**config.mk**
```make
export PLATFORM = sky130hd
export DESIGN_NAME = sn76489_psg_bus_interface
export DESIGN_NICKNAME = d
export VERILOG_FILES = /design/src/rtl/sn76489_psg_bus_interface.sv
export SDC_FILE = /design/constraint.sdc
export NUM_CORES = 1
export LEC_CHECK = 0
export BUFFER_PORTS_ARGS = -buffer_cell sky130_fd_sc_hd__buf_2
export CORE_AREA = 2 2 74 76
export CTS_BUF_LIST = sky130_fd_sc_hd__clkbuf_4
export DETAILED_ROUTE_END_ITERATION = 16
export DIE_AREA = 0 0 76 78
export GPL_ROUTABILITY_DRIVEN = 0
export PLACE_DENSITY = 0.79
export SETUP_SLACK_MARGIN = 0.02
export SLEW_MARGIN = 5
export SYNTH_ARGS = -nofsm -noshare
export SYNTH_HDL_FRONTEND = slang
export SYNTH_SLANG_ARGS = --single-unit
```
**constraint.sdc**
```tcl
create_clock -name clock -period 4.75 [get_ports clock]
set_clock_uncertainty 0.05 [all_clocks]
set_input_delay 0.95 -clock clock [delete_from_list [all_inputs] [get_ports clock]]
set_output_delay 0.95 -clock clock [all_outputs]
set_load 0.02 [all_outputs]
```
**src/rtl/sn76489_psg_bus_interface.sv**
```systemverilog
// rtl/sn76489_psg_bus_interface.sv - SN76489 PSG CPU write interface with wait window (optional GG_STEREO_EN stereo register)
module sn76489_psg_bus_interface #(
    parameter int NUM_TONE    = 3,
    parameter int WAIT_CYCLES = 32
) (
    input  logic                    clock,
    input  logic                    nReset,
    input  logic [7:0]              d,
    input  logic                    nWE,
    input  logic                    nCE,
    output logic                    ready,
    output logic [NUM_TONE*10-1:0]  freq,
    output logic [NUM_TONE*4-1:0]   att,
    output logic [3:0]              attNoise,
    output logic                    noiseFeedbackType,
    output logic [1:0]              noiseFeed,
    output logic                    noiseReset
`ifdef GG_STEREO_EN
    ,
    input  logic                    nStereoCE,
    output logic [7:0]              stereo
`endif
);

    localparam int CW = (WAIT_CYCLES > 1) ? $clog2(WAIT_CYCLES) : 1;

    typedef enum logic [1:0] {
        ST_IDLE   = 2'd0,
        ST_BUSY   = 2'd1,
        ST_FINISH = 2'd2
    } state_t;

    state_t                   state_q, state_d;
    logic [CW-1:0]            cnt_q, cnt_d;
    logic [7:0]               byte_q, byte_d;
    logic [2:0]               latch_q, latch_d;
    logic [NUM_TONE*10-1:0]   freq_q, freq_d;
    logic [NUM_TONE*4-1:0]    att_q, att_d;
    logic [3:0]               att_noise_q, att_noise_d;
    logic                     nfb_q, nfb_d;
    logic [1:0]               nfeed_q, nfeed_d;
    logic                     noise_reset_q, noise_reset_d;
    logic [2:0]               target;
    logic                     bus_released;
`ifdef GG_STEREO_EN
    logic                     stereo_sel_q, stereo_sel_d;
    logic [7:0]               stereo_q, stereo_d;
`endif

    // Next-state: capture on strobe, count the wait window, commit once, then wait for strobe release
    always_comb begin
        state_d       = state_q;
        cnt_d         = cnt_q;
        byte_d        = byte_q;
        latch_d       = latch_q;
        freq_d        = freq_q;
        att_d         = att_q;
        att_noise_d   = att_noise_q;
        nfb_d         = nfb_q;
        nfeed_d       = nfeed_q;
        noise_reset_d = 1'b0;
        target        = latch_q;
        bus_released  = nCE && nWE;
`ifdef GG_STEREO_EN
        stereo_sel_d  = stereo_sel_q;
        stereo_d      = stereo_q;
        bus_released  = nCE && nWE && nStereoCE;
`endif
        case (state_q)
            ST_IDLE: begin
                // PSG chip enable is checked first so it wins over a simultaneous stereo select
                if (!nCE && !nWE) begin
                    byte_d  = d;
                    cnt_d   = CW'(WAIT_CYCLES - 1);
                    state_d = ST_BUSY;
`ifdef GG_STEREO_EN
                    stereo_sel_d = 1'b0;
                end else if (!nStereoCE && !nWE) begin
                    byte_d       = d;
                    cnt_d        = CW'(WAIT_CYCLES - 1);
                    state_d      = ST_BUSY;
                    stereo_sel_d = 1'b1;
`endif
                end
            end
            ST_BUSY: begin
                if (cnt_q != '0) begin
                    cnt_d = cnt_q - CW'(1);
                end else begin
                    state_d = ST_FINISH;
`ifdef GG_STEREO_EN
                    if (stereo_sel_q)
                        stereo_d = byte_q;
                    else
`endif
                    begin
                        // A latch byte retargets the register; a data byte reuses the last latch
                        if (byte_q[7]) begin
                            latch_d = byte_q[6:4];
                            target  = byte_q[6:4];
                        end
                        if (target[2:1] == 2'd3) begin
                            if (target[0]) begin
                                att_noise_d = byte_q[3:0];
                            end else begin
                                nfb_d         = byte_q[2];
                                nfeed_d       = byte_q[1:0];
                                noise_reset_d = 1'b1;
                            end
                        end else begin
                            // Channels at or above NUM_TONE match no slot and are silently ignored
                            for (int ch = 0; ch < NUM_TONE; ch++) begin
                                if (int'(target[2:1]) == ch) begin
                                    if (target[0])
                                        att_d[ch*4 +: 4] = byte_q[3:0];
                                    else if (byte_q[7])
                                        freq_d[ch*10 +: 4] = byte_q[3:0];
                                    else
                                        freq_d[ch*10+4 +: 6] = byte_q[5:0];
                                end
                            end
                        end
                    end
                end
            end
            ST_FINISH: begin
                if (bus_released)
                    state_d = ST_IDLE;
            end
            default: state_d = ST_IDLE;
        endcase
    end

    // State and register file; reset restores silence (full attenuation) and tone-0 latch
    always_ff @(posedge clock or negedge nReset) begin
        if (!nReset) begin
            state_q       <= ST_IDLE;
            cnt_q         <= '0;
            byte_q        <= 8'h00;
            latch_q       <= 3'b000;
            freq_q        <= '0;
            att_q         <= '1;
            att_noise_q   <= 4'hF;
            nfb_q         <= 1'b0;
            nfeed_q       <= 2'b00;
            noise_reset_q <= 1'b0;
`ifdef GG_STEREO_EN
            stereo_sel_q  <= 1'b0;
            stereo_q      <= 8'hFF;
`endif
        end else begin
            state_q       <= state_d;
            cnt_q         <= cnt_d;
            byte_q        <= byte_d;
            latch_q       <= latch_d;
            freq_q        <= freq_d;
            att_q         <= att_d;
            att_noise_q   <= att_noise_d;
            nfb_q         <= nfb_d;
            nfeed_q       <= nfeed_d;
            noise_reset_q <= noise_reset_d;
`ifdef GG_STEREO_EN
            stereo_sel_q  <= stereo_sel_d;
            stereo_q      <= stereo_d;
`endif
        end
    end

    assign ready             = (state_q == ST_IDLE) || (state_q == ST_FINISH);
    assign freq              = freq_q;
    assign att               = att_q;
    assign attNoise          = att_noise_q;
    assign noiseFeedbackType = nfb_q;
    assign noiseFeed         = nfeed_q;
    assign noiseReset        = noise_reset_q;
`ifdef GG_STEREO_EN
    assign stereo            = stereo_q;
`endif

endmodule

```
==> results.cfg, run 1 <==
[floorplanning]
rows = 26
die_area_um2 = 5930
die_x_um = 76
start_util_pct = 56.3
io_pins = 63
core_area_um2 = 5040
fp.dieH_um = 78

[worst_setup_path]
crit_path_end_kind = flip-flop
worstSetupStartpoint = cnt_q[0]$_DFFE_PN0P_
worstPathRequired_ns = 4.96
slowest_delay_ns = 0.67
rr_startpoint = cnt_q[0]$_DFFE_PN0P_
path_cells = inv_1, ha_1, nor4b_4, nand2b_2, or4b_1, mux2_1
arrival_ns = 2.60
crit_slowest_cell = or4b_1
critical_path_class = reg -> reg
cp_max_fo = 12
crit_path_start_kind = flip-flop

[global_routing]
grt_pass1_wl_um = 8790
grt.total_usage_pct = 19.2
antenna_found_initial = 0
grt_pass1_vias = 1728
grt.overflow.total = 0
grt_max_degree = 46

[hold_path]
hp-start = freq[27]$_DFFE_PN0P_
hp-class = reg -> reg

[drt]
dr.pass1.iters = 4
wirelength_met1_um = 2330
wirelength_um = 5150
drc = 0
wl_met3_um = 206
post_drt_wl_per_cell_um = 15.6
wl_met2_um = 2550
ant_nets = 0
top_layer = met4
drtIter0Drc = 67
vias = 1735
drt-vias-per-instance = 5.26

[pwr]
p_int_uw = 1010
power_density_nw_per_um2 = 479
pwr-share-comb_pct = 25.8
clock_power_share_pct = 19.7
p_sw_uw = 579
ir_drop_mv = 0.270
power.leakage_uw = 0.00178
switching_share_pct = 36.4
pwr-share-seq_pct = 54.5

[timing]
post-route-min-period_ns = 2.39
hold_violations = 0
tightest_slew_ns = 0.947
tns_ns = 0
max_freq_mhz = 419
period_share_pct = 50.2
rsz0062_at_grt = no
slew_viol_final = 0
relSlewSlack_pct = 36.8
setup_viol = 0

[logic_synthesis]
async_flop_share_pct = 100
synthesis.nets = 203
yosysWarnings = 0
netlist_instances = 190
yosysSeqAreaShare_pct = 60.7
ys_ff_latch = 68
synth_cell_types = 40
syn_avg_cell_area_um2 = 14.9
synth_edf_count = 0
synth_area_um2 = 2840
synthFlopType = dfrtp_1

[cts]
cts_root_buffer = clkbuf_4
clock_sinks = 68
cts_tree = done
cts_resized = 0
cts_hold_buf = 0
insertion_delay_ns = 0.38
clk_path_buf_depth = 2
htreeDepth = 3
post_cts_buffers = 0
cts_buffers = 9
cts.clk_slew.worst_paths_ns = 0.10

[final_layout]
multi_input_area_um2 = 1060
final_common_cell = buf_2
layout_common_cells = buf_2, dfrtp_1, mux2_1
filler_cell_count = 404
final_nets = 268
utilization_pct = 65.9
antenna_cells = 0
area_growth_pct = 17.0
final_layout_size_suffix_gt1_share_pct = 45.0
register_area_um2 = 1720

[placed_design]
io_buffers = 62
dp_hpwl_um = 3690

[outcome]
status = finished clean

[run]
cap_violations = 0
[logic make-up after synthesis]
| kind of cell | share of synthesized area (%) |
|---|---|
| adder cells (fa/ha/maj) | 0.441 |
| AO/OA/AOI/OAI | 2.73 |
| multiplexers | 24.2 |
| AND/OR/NAND/NOR | 9.13 |
| XOR/XNOR | 0.617 |
| buffers and inverters | 2.20 |
| flip-flops | 60.7 |
[per-stage QoR]
stage                     setup WS (ns)  cell area, um^2  std cells  hold WS, ns  power, uW
after detailed placement           2.38             3210        314        0.425       1300
final                              2.36             3320        330        0.443       1590
after CTS                          2.36             3320        330        0.448       1610
after global placement             2.44             3210        314        0.422       1280
after floorplan                    2.49             2840        190        0.414       1140
after global routing               2.24             3320        330        0.469       1690
[power groups by stage]
stage / Combinational, uW / Sequential [uW] / Clock [uW]
2_1_floorplan: 271 / 864 / 0
3_3_place_gp: 405 / 879 / 0
3_5_place_dp: 414 / 886 / 0
4_1_cts: 416 / 874 / 321
5_1_grt: 451 / 895 / 347
6_report: 410 / 867 / 313
[worst max-delay path, delay by kind of cell (launching register included)]
family | cells | cell delay (ns)
DFF | 1 | 0.42
and+or+nand+nor | 3 | 1.14
adders and majority gates | 1 | 0.22
muxes | 1 | 0.37
buffers and inverters | 1 | 0.07
[sequential cells by signal, indices dropped and copies added, names as in the netlist]
name / cells
att: 12
noiseReset: 1
state_q: 2
byte_q: 8
cnt_q: 5
freq: 30
noiseFeedbackType: 1
latch_q: 3
attNoise: 4
noiseFeed: 2
[final timing paths]
path / endpoint / slack (ns) / depth (start not counted)
max: freq[4]$_DFFE_PN0P_ / 2.36 / 6
min: freq[27]$_DFFE_PN0P_ / 0.44 / 1
max reg2reg: freq[4]$_DFFE_PN0P_ / 2.36 / 6
min reg2reg: freq[27]$_DFFE_PN0P_ / 0.44 / 1
max in group asynchronous: att[1]$_DFFE_PN1P_ / 3.09 / 2
min in group asynchronous: cnt_q[4]$_DFFE_PN0P_ / 0.65 / 1
[layer usage]
| layer | vias up | track usage [%] |
|---|---|---|
| met3 | 7 | 5.58 |
| met4 | 0 | 6.55 |
| met2 | 33 | 30.4 |
| li1 | 810 | - |
| met1 | 885 | 25.5 |
| met5 | - | 0 |
[cell type report]
class                   instances  share of cell area [%]
clock buffers                  13                    2.94
clock inverters                 3                   0.414
inverters                       4                   0.452
multi-input cells             108                    31.9
flip-flops and latches         68                    51.8
well taps                      70                    2.64
repair buffers                 64                    9.80
[cell usage after synthesis (2+ instances only)]
cell type	number	area (um^2)
nand2_1	4	15.0
or4b_1	2	20.0
dfrtp_1	52	1300
dfstp_2	16	420
inv_1	4	15.0
buf_2	2	10.0
nor4_4	2	42.5
mux2_1	46	518
mux2i_1	3	30.0
o21ai_0	4	20.0
nor2_1	5	18.8
nand2b_1	2	12.5
a21oi_1	3	15.0
mux2_2	7	78.8
nor3_1	4	20.0
mux2_4	4	60.1
clkbuf_1	7	26.3
(Power assumes the default switching activity.)
==> run 2: changes to the inputs <==
--- a/config.mk
+++ b/config.mk
@@ -6,12 +6,12 @@
 export NUM_CORES = 1
 export LEC_CHECK = 0
 export BUFFER_PORTS_ARGS = -buffer_cell sky130_fd_sc_hd__buf_2
-export CORE_AREA = 2 2 74 76
+export CORE_AREA = 2 2 79 81
 export CTS_BUF_LIST = sky130_fd_sc_hd__clkbuf_4
 export DETAILED_ROUTE_END_ITERATION = 16
-export DIE_AREA = 0 0 76 78
+export DIE_AREA = 0 0 81 83
 export GPL_ROUTABILITY_DRIVEN = 0
-export PLACE_DENSITY = 0.79
+export PLACE_DENSITY = 0.73
 export SETUP_SLACK_MARGIN = 0.02
 export SLEW_MARGIN = 5
 export SYNTH_ARGS = -nofsm -noshare
==> constraint.sdc (replaced) <==
create_clock -name clock -period 2.1 [get_ports clock]
set_clock_uncertainty 0.05 [all_clocks]
set_input_delay 0.42 -clock clock [delete_from_list [all_inputs] [get_ports clock]]
set_output_delay 0.42 -clock clock [all_outputs]
set_load 0.02 [all_outputs]
==> run 2 against run 1 <==
  * Sequential share of layout area fell by 5.0 points
  * Clock-buffer cell count down 4
  * Sequential cell count stayed put
  * Worst hold slack got worse by 0.25 ns
  * Sequential power up 130%
  * Utilization decreased by 2.6 points
  * Total power rose to 2.6 times the previous value
  * Cell area increased by 11%
  * Critical path type unchanged
  * Largest power group unchanged
==> results.cfg, run 2 (synthesis results as in run 1) <==
[outcome]
status = finished clean

[pwr]
power.leakage_uw = 0.00194
power_density_nw_per_um2 = 1130
ir_drop_mv = 0.533

[global_routing]
grt.overflow.total = 0
grt.total_usage_pct = 19.0
grt_pass1_wl_um = 9650
antenna_found_initial = 0
grt_max_degree = 69
grt_pass1_vias = 1891

[final_layout]
layout_common_cells = buf_2, dfrtp_1, mux2_1
area_growth_pct = 29.5
final_area_um2 = 3680
final_layout_size_suffix_gt1_share_pct = 58.8
antenna_cells = 0
final_common_cell = buf_2
largest_reg_flops = 30
final_nets = 287
instances_no_fill = 354

[worst_setup_path]
worstSetupPathDepth = 6
critical_path_class = reg -> reg
arrival_ns = 2.30
regToRegSetupSlack_ns = 0.05
crit_buf_inv = 1
cp_top_family = simple AND/OR/NAND/NOR gates
r2r_end = freq[11]$_DFFE_PN0P_
crit_slowest_cell = or4b_4
cp_max_fo = 5
slowest_delay_ns = 0.58
worstPathRequired_ns = 2.35
rr_startpoint = cnt_q[0]$_DFFE_PN0P_
ff2ff_path_depth = 6
crit_path_start_kind = flip-flop
path_cells = inv_2, ha_4, nor4b_4, nand2b_4, or4b_4, mux2_4
crit_path_end_kind = flip-flop

[placed_design]
dp.cells = 334
dp_slack_ns = -0.0761
io_buffers = 62
dp_hpwl_um = 3930
placed_area_um2 = 3340

[cts]
htreeDepth = 3
cts_root_buffer = clkbuf_4
cts_tree = done
clk_path_buf_depth = 2
cts_buffers = 9
cts.clk_slew.worst_paths_ns = 0.11
insertion_delay_ns = 0.40
clock_sinks = 68

[timing]
relSlewSlack_pct = 64.4
tns_ns = 0
rsz0062_at_grt = yes
slew_viol_final = 0
worst_slack_ns = 0.0454
max_freq_mhz = 487
post-route-min-period_ns = 2.05
fin_hold_ws_ns = 0.191
hold_violations = 0
tightest_slew_ns = 0.519
setup_viol = 0
period_share_pct = 97.8

[drt]
post_drt_wl_per_cell_um = 16.6
wirelength_met1_um = 2630
ant_nets = 0
drtIter0Drc = 59
wirelength_um = 5890
vias = 1838
top_layer = met4
dr.pass1.iters = 4
wl_met2_um = 2920
wl_met3_um = 250
drc = 0
drt-vias-per-instance = 5.19

[floorplanning]
fp.dieH_um = 83
die_area_um2 = 6720
die_x_um = 81
io_pins = 63
start_util_pct = 48.8
core_area_um2 = 5820
rows = 28

[hold_path]
worstHoldEndpoint = byte_q[0]$_DFFE_PN0P_
hp-class = in -> reg
hold_path_depth = 2
hp-start = d[0]

[run]
cap_violations = 0
## run 2: cell types whose count changed in the layout (fill, tap and decap cells not counted), moves of 3 or more
| cell | before | now |
|---|---|---|
| mux2_4 | 4 | 23 |
| buf_4 | 2 | 17 |
| clkbuf_4 | 13 | 9 |
| mux2_1 | 46 | 27 |
| clkinvlp_4 | 0 | 3 |
## run 2: worst max path at each step
| stage | start | to |
|---|---|---|
| 3_5_place_dp | cnt_q[0]$_DFFE_PN0P_ | freq[14]$_DFFE_PN0P_ |
| 6_report | cnt_q[0]$_DFFE_PN0P_ | freq[11]$_DFFE_PN0P_ |
| 4_1_cts | cnt_q[1]$_DFFE_PN0P_ | freq[6]$_DFFE_PN0P_ |
| 3_3_place_gp | cnt_q[1]$_DFFE_PN0P_ | freq[5]$_DFFE_PN0P_ |
| 5_1_grt | cnt_q[1]$_DFFE_PN0P_ | freq[6]$_DFFE_PN0P_ |
| 2_1_floorplan | cnt_q[0]$_DFFE_PN0P_ | freq[13]$_DFFE_PN0P_ |
## run 2: area by class of cell
type                       instances  area (um^2)
clock inverter                     7         91.3
sequential                        68         1720
inverter                           4         15.0
clock buffer                       9         67.6
multi-input combinational        108         1190
timing repair buffer              83          490
fill                             471         2140
tap                               75         93.8
## run 2: power breakdown
part | switching (uW) | internal (uW)
logic | 619 | 616
clock network | 467 | 476
registers | 375 | 1590
## run 2: worst reg2reg max path: stages, from the launching register on
cell and delay (ns):
dfrtp_1 0.40, inv_2 0.08, ha_4 0.14, nor4b_4 0.26, nand2b_4 0.12, or4b_4 0.58, mux2_4 0.32
## run 2: repair_timing
item,CTS,global route
endpoints found under the hold margin,52,0
buffers inserted,1,2
pin swaps,2,2
setup endpoints to repair,45,49
hold buffers,1,0
resized for setup,12,24
## run 2: per-layer routing
| layer | vias to the layer above | track usage (%) |
|---|---|---|
| li1 | 853 | - |
| met1 | 931 | 25.4 |
| met2 | 46 | 29.6 |
| met3 | 8 | 3.91 |
| met4 | 0 | 8.32 |
| met5 | - | 0 |
## run 2: per-stage QoR
stage / util (%) / total power [uW]
5_1_grt: 63.2 / 4380
3_5_place_dp: 57.5 / 3080
6_report: 63.2 / 4140
2_1_floorplan: - / 2570
4_1_cts: 61.4 / 4070
3_3_place_gp: 57.5 / 3040
==> run 3: changes to the inputs <==
==> constraint.sdc (replaced) <==
create_clock -name clock -period 2.1 [get_ports clock]
set_clock_uncertainty 0.05 [all_clocks]
set_input_delay 0.21 -clock clock [delete_from_list [all_inputs] [get_ports clock]]
set_output_delay 0.21 -clock clock [all_outputs]
set_load 0.02 [all_outputs]
==> run 3 against run 2 <==
  * The flow now finishes with violations (negative setup slack)
  * Non-clock buffer count rose by 12
  * Global-route usage grew 0.71 points
  * Sequential cell count is the same
  * Setup slack worse by 0.048 ns
  * Sequential power about the same
  * Final cell count grew 3.4%
  * Sequential share of layout area fell by 0.16 points
  * Worst hold slack worse by 0.10 ns
  * Clock-buffer cell count grew 3
  * Critical path type unchanged
  * Largest cell class unchanged
==> results.cfg, run 3 (synthesis results as in run 1) <==
[pwr]
ir_drop_mv = 0.565
p_total_uw = 3850
power_density_nw_per_um2 = 1040
power.leakage_uw = 0.00196

[placed_design]
io_buffers = 62
dp.cells = 334
dp_hpwl_um = 4100
placed_area_um2 = 3330

[final_layout]
layout_common_cells = buf_2, dfrtp_1, mux2_1
filler_cell_count = 491
utilization_pct = 63.4
final_area_um2 = 3690
final_layout_size_suffix_gt1_share_pct = 54.6
final_nets = 299
area_growth_pct = 30.0
final_common_cell = buf_2
instances_no_fill = 366
antenna_cells = 0
largest_reg_flops = 30

[floorplanning]
start_util_pct = 48.8
die_x_um = 81
die_area_um2 = 6720
fp.dieH_um = 83
rows = 28
core_area_um2 = 5820
io_pins = 63

[worst_setup_path]
critical_path_class = reg -> reg
path_cells = inv_1, ha_2, nor4b_4, nand2b_4, or4_4, mux2_1
crit_path_end_kind = flip-flop
cp_max_fo = 6
slowest_delay_ns = 0.57
crit_buf_inv = 1
arrival_ns = 2.34
crit_path_start_kind = flip-flop
cp_top_family = simple AND/OR/NAND/NOR gates
worstPathRequired_ns = 2.34
crit_slowest_cell = or4_4

[drt]
drtIter0Drc = 99
wirelength_um = 5830
ant_nets = 0
vias = 1867
post_drt_wl_per_cell_um = 15.9
dr.pass1.iters = 4
drc = 0
drt-vias-per-instance = 5.10

[cts]
clk_path_buf_depth = 2
cts_root_buffer = clkbuf_4
clock_sinks = 68
cts_tree = done
cts.clk_slew.worst_paths_ns = 0.10
htreeDepth = 3
cts_buffers = 9
insertion_delay_ns = 0.41

[timing]
tightest_slew_ns = 0.539
fin_hold_ws_ns = 0.0874
post-route-min-period_ns = 2.10
setup_viol = 1
period_share_pct = 100
max_freq_mhz = 476
relSlewSlack_pct = 63.1
worst_slack_ns = -0.00243
hold_violations = 0
rsz0062_at_grt = yes
slew_viol_final = 0

[global_routing]
antenna_found_initial = 0
grt_pass1_vias = 1913
grt.overflow.total = 0
grt.total_usage_pct = 19.7
grt_pass1_wl_um = 9900
grt_max_degree = 36

[outcome]
violations = negative setup slack
status = finished, violations left

[run]
cap_violations = 0

[hold_path]
hp-class = in -> reg
-- run 3: stage by stage --
stage	setup slack, ns	TNS, ns
2_1_floorplan	-0.0239	-0.0957
3_3_place_gp	-0.0386	-0.446
3_5_place_dp	-0.0572	-0.899
4_1_cts	-0.0700	-1.15
5_1_grt	-0.0585	-1.14
6_report	-0.00243	-0.00243
-- run 3: timing repair --
action | CTS | global route
pin swaps | 3 | 2
setup endpoints to repair | 38 | 50
buffers inserted | 5 | 3
hold buffers | 9 | 0
endpoints found under the hold margin | 61 | 0
gates resized for setup | 4 | 23
-- run 3: area by class of cell --
cell class | instances | area, um^2 | area share (%)
flip-flops and latches | 68 | 1720 | 46.7
multi-input cells | 108 | 1170 | 31.6
repair buffers | 95 | 584 | 15.8
well taps | 75 | 93.8 | 2.54
clock buffers | 12 | 90.1 | 2.44
clock inverters | 4 | 16.3 | 0.441
inverters | 4 | 15.0 | 0.407
-- run 3: tightest hold or removal path: cells and delay by family --
| family | cells | cell delay (ns) |
|---|---|---|
| AND/OR/NAND/NOR | 1 | 0.05 |
| AO/OA/AOI/OAI | 1 | 0.14 |
| buffers and inverters | 1 | 0.11 |
-- run 3: metal layers --
| metal | track usage, % | share of wire [%] |
|---|---|---|
| met5 | 0 | 0 |
| met4 | 10.9 | 2.4 |
| met3 | 3.37 | 3.7 |
| met2 | 30.3 | 48 |
| met1 | 26.2 | 46 |
-- run 3: final timing paths --
| kind | start | to | slack, ns | cells past startpoint |
|---|---|---|---|---|
| worst max-delay path | cnt_q[0]$_DFFE_PN0P_ | freq[17]$_DFFE_PN0P_ | -0.002 | 6 |
| worst min-delay path | nWE | state_q[1]$_DFFE_PN0P_ | 0.09 | 3 |
| worst max register to register | cnt_q[0]$_DFFE_PN0P_ | freq[17]$_DFFE_PN0P_ | -0.002 | 6 |
| worst min register to register | freq[28]$_DFFE_PN0P_ | freq[28]$_DFFE_PN0P_ | 0.44 | 1 |
| max in group asynchronous | nReset | att[4]$_DFFE_PN1P_ | 1.32 | 3 |
| min in group asynchronous | nReset | attNoise[3]$_DFFE_PN1P_ | 0.22 | 2 |
-- run 3: power by group --
group	internal, uW	switching [uW]	leakage, uW
logic	598	603	0.00104
registers	1590	367	0.000855
clock network	271	422	0.0000638
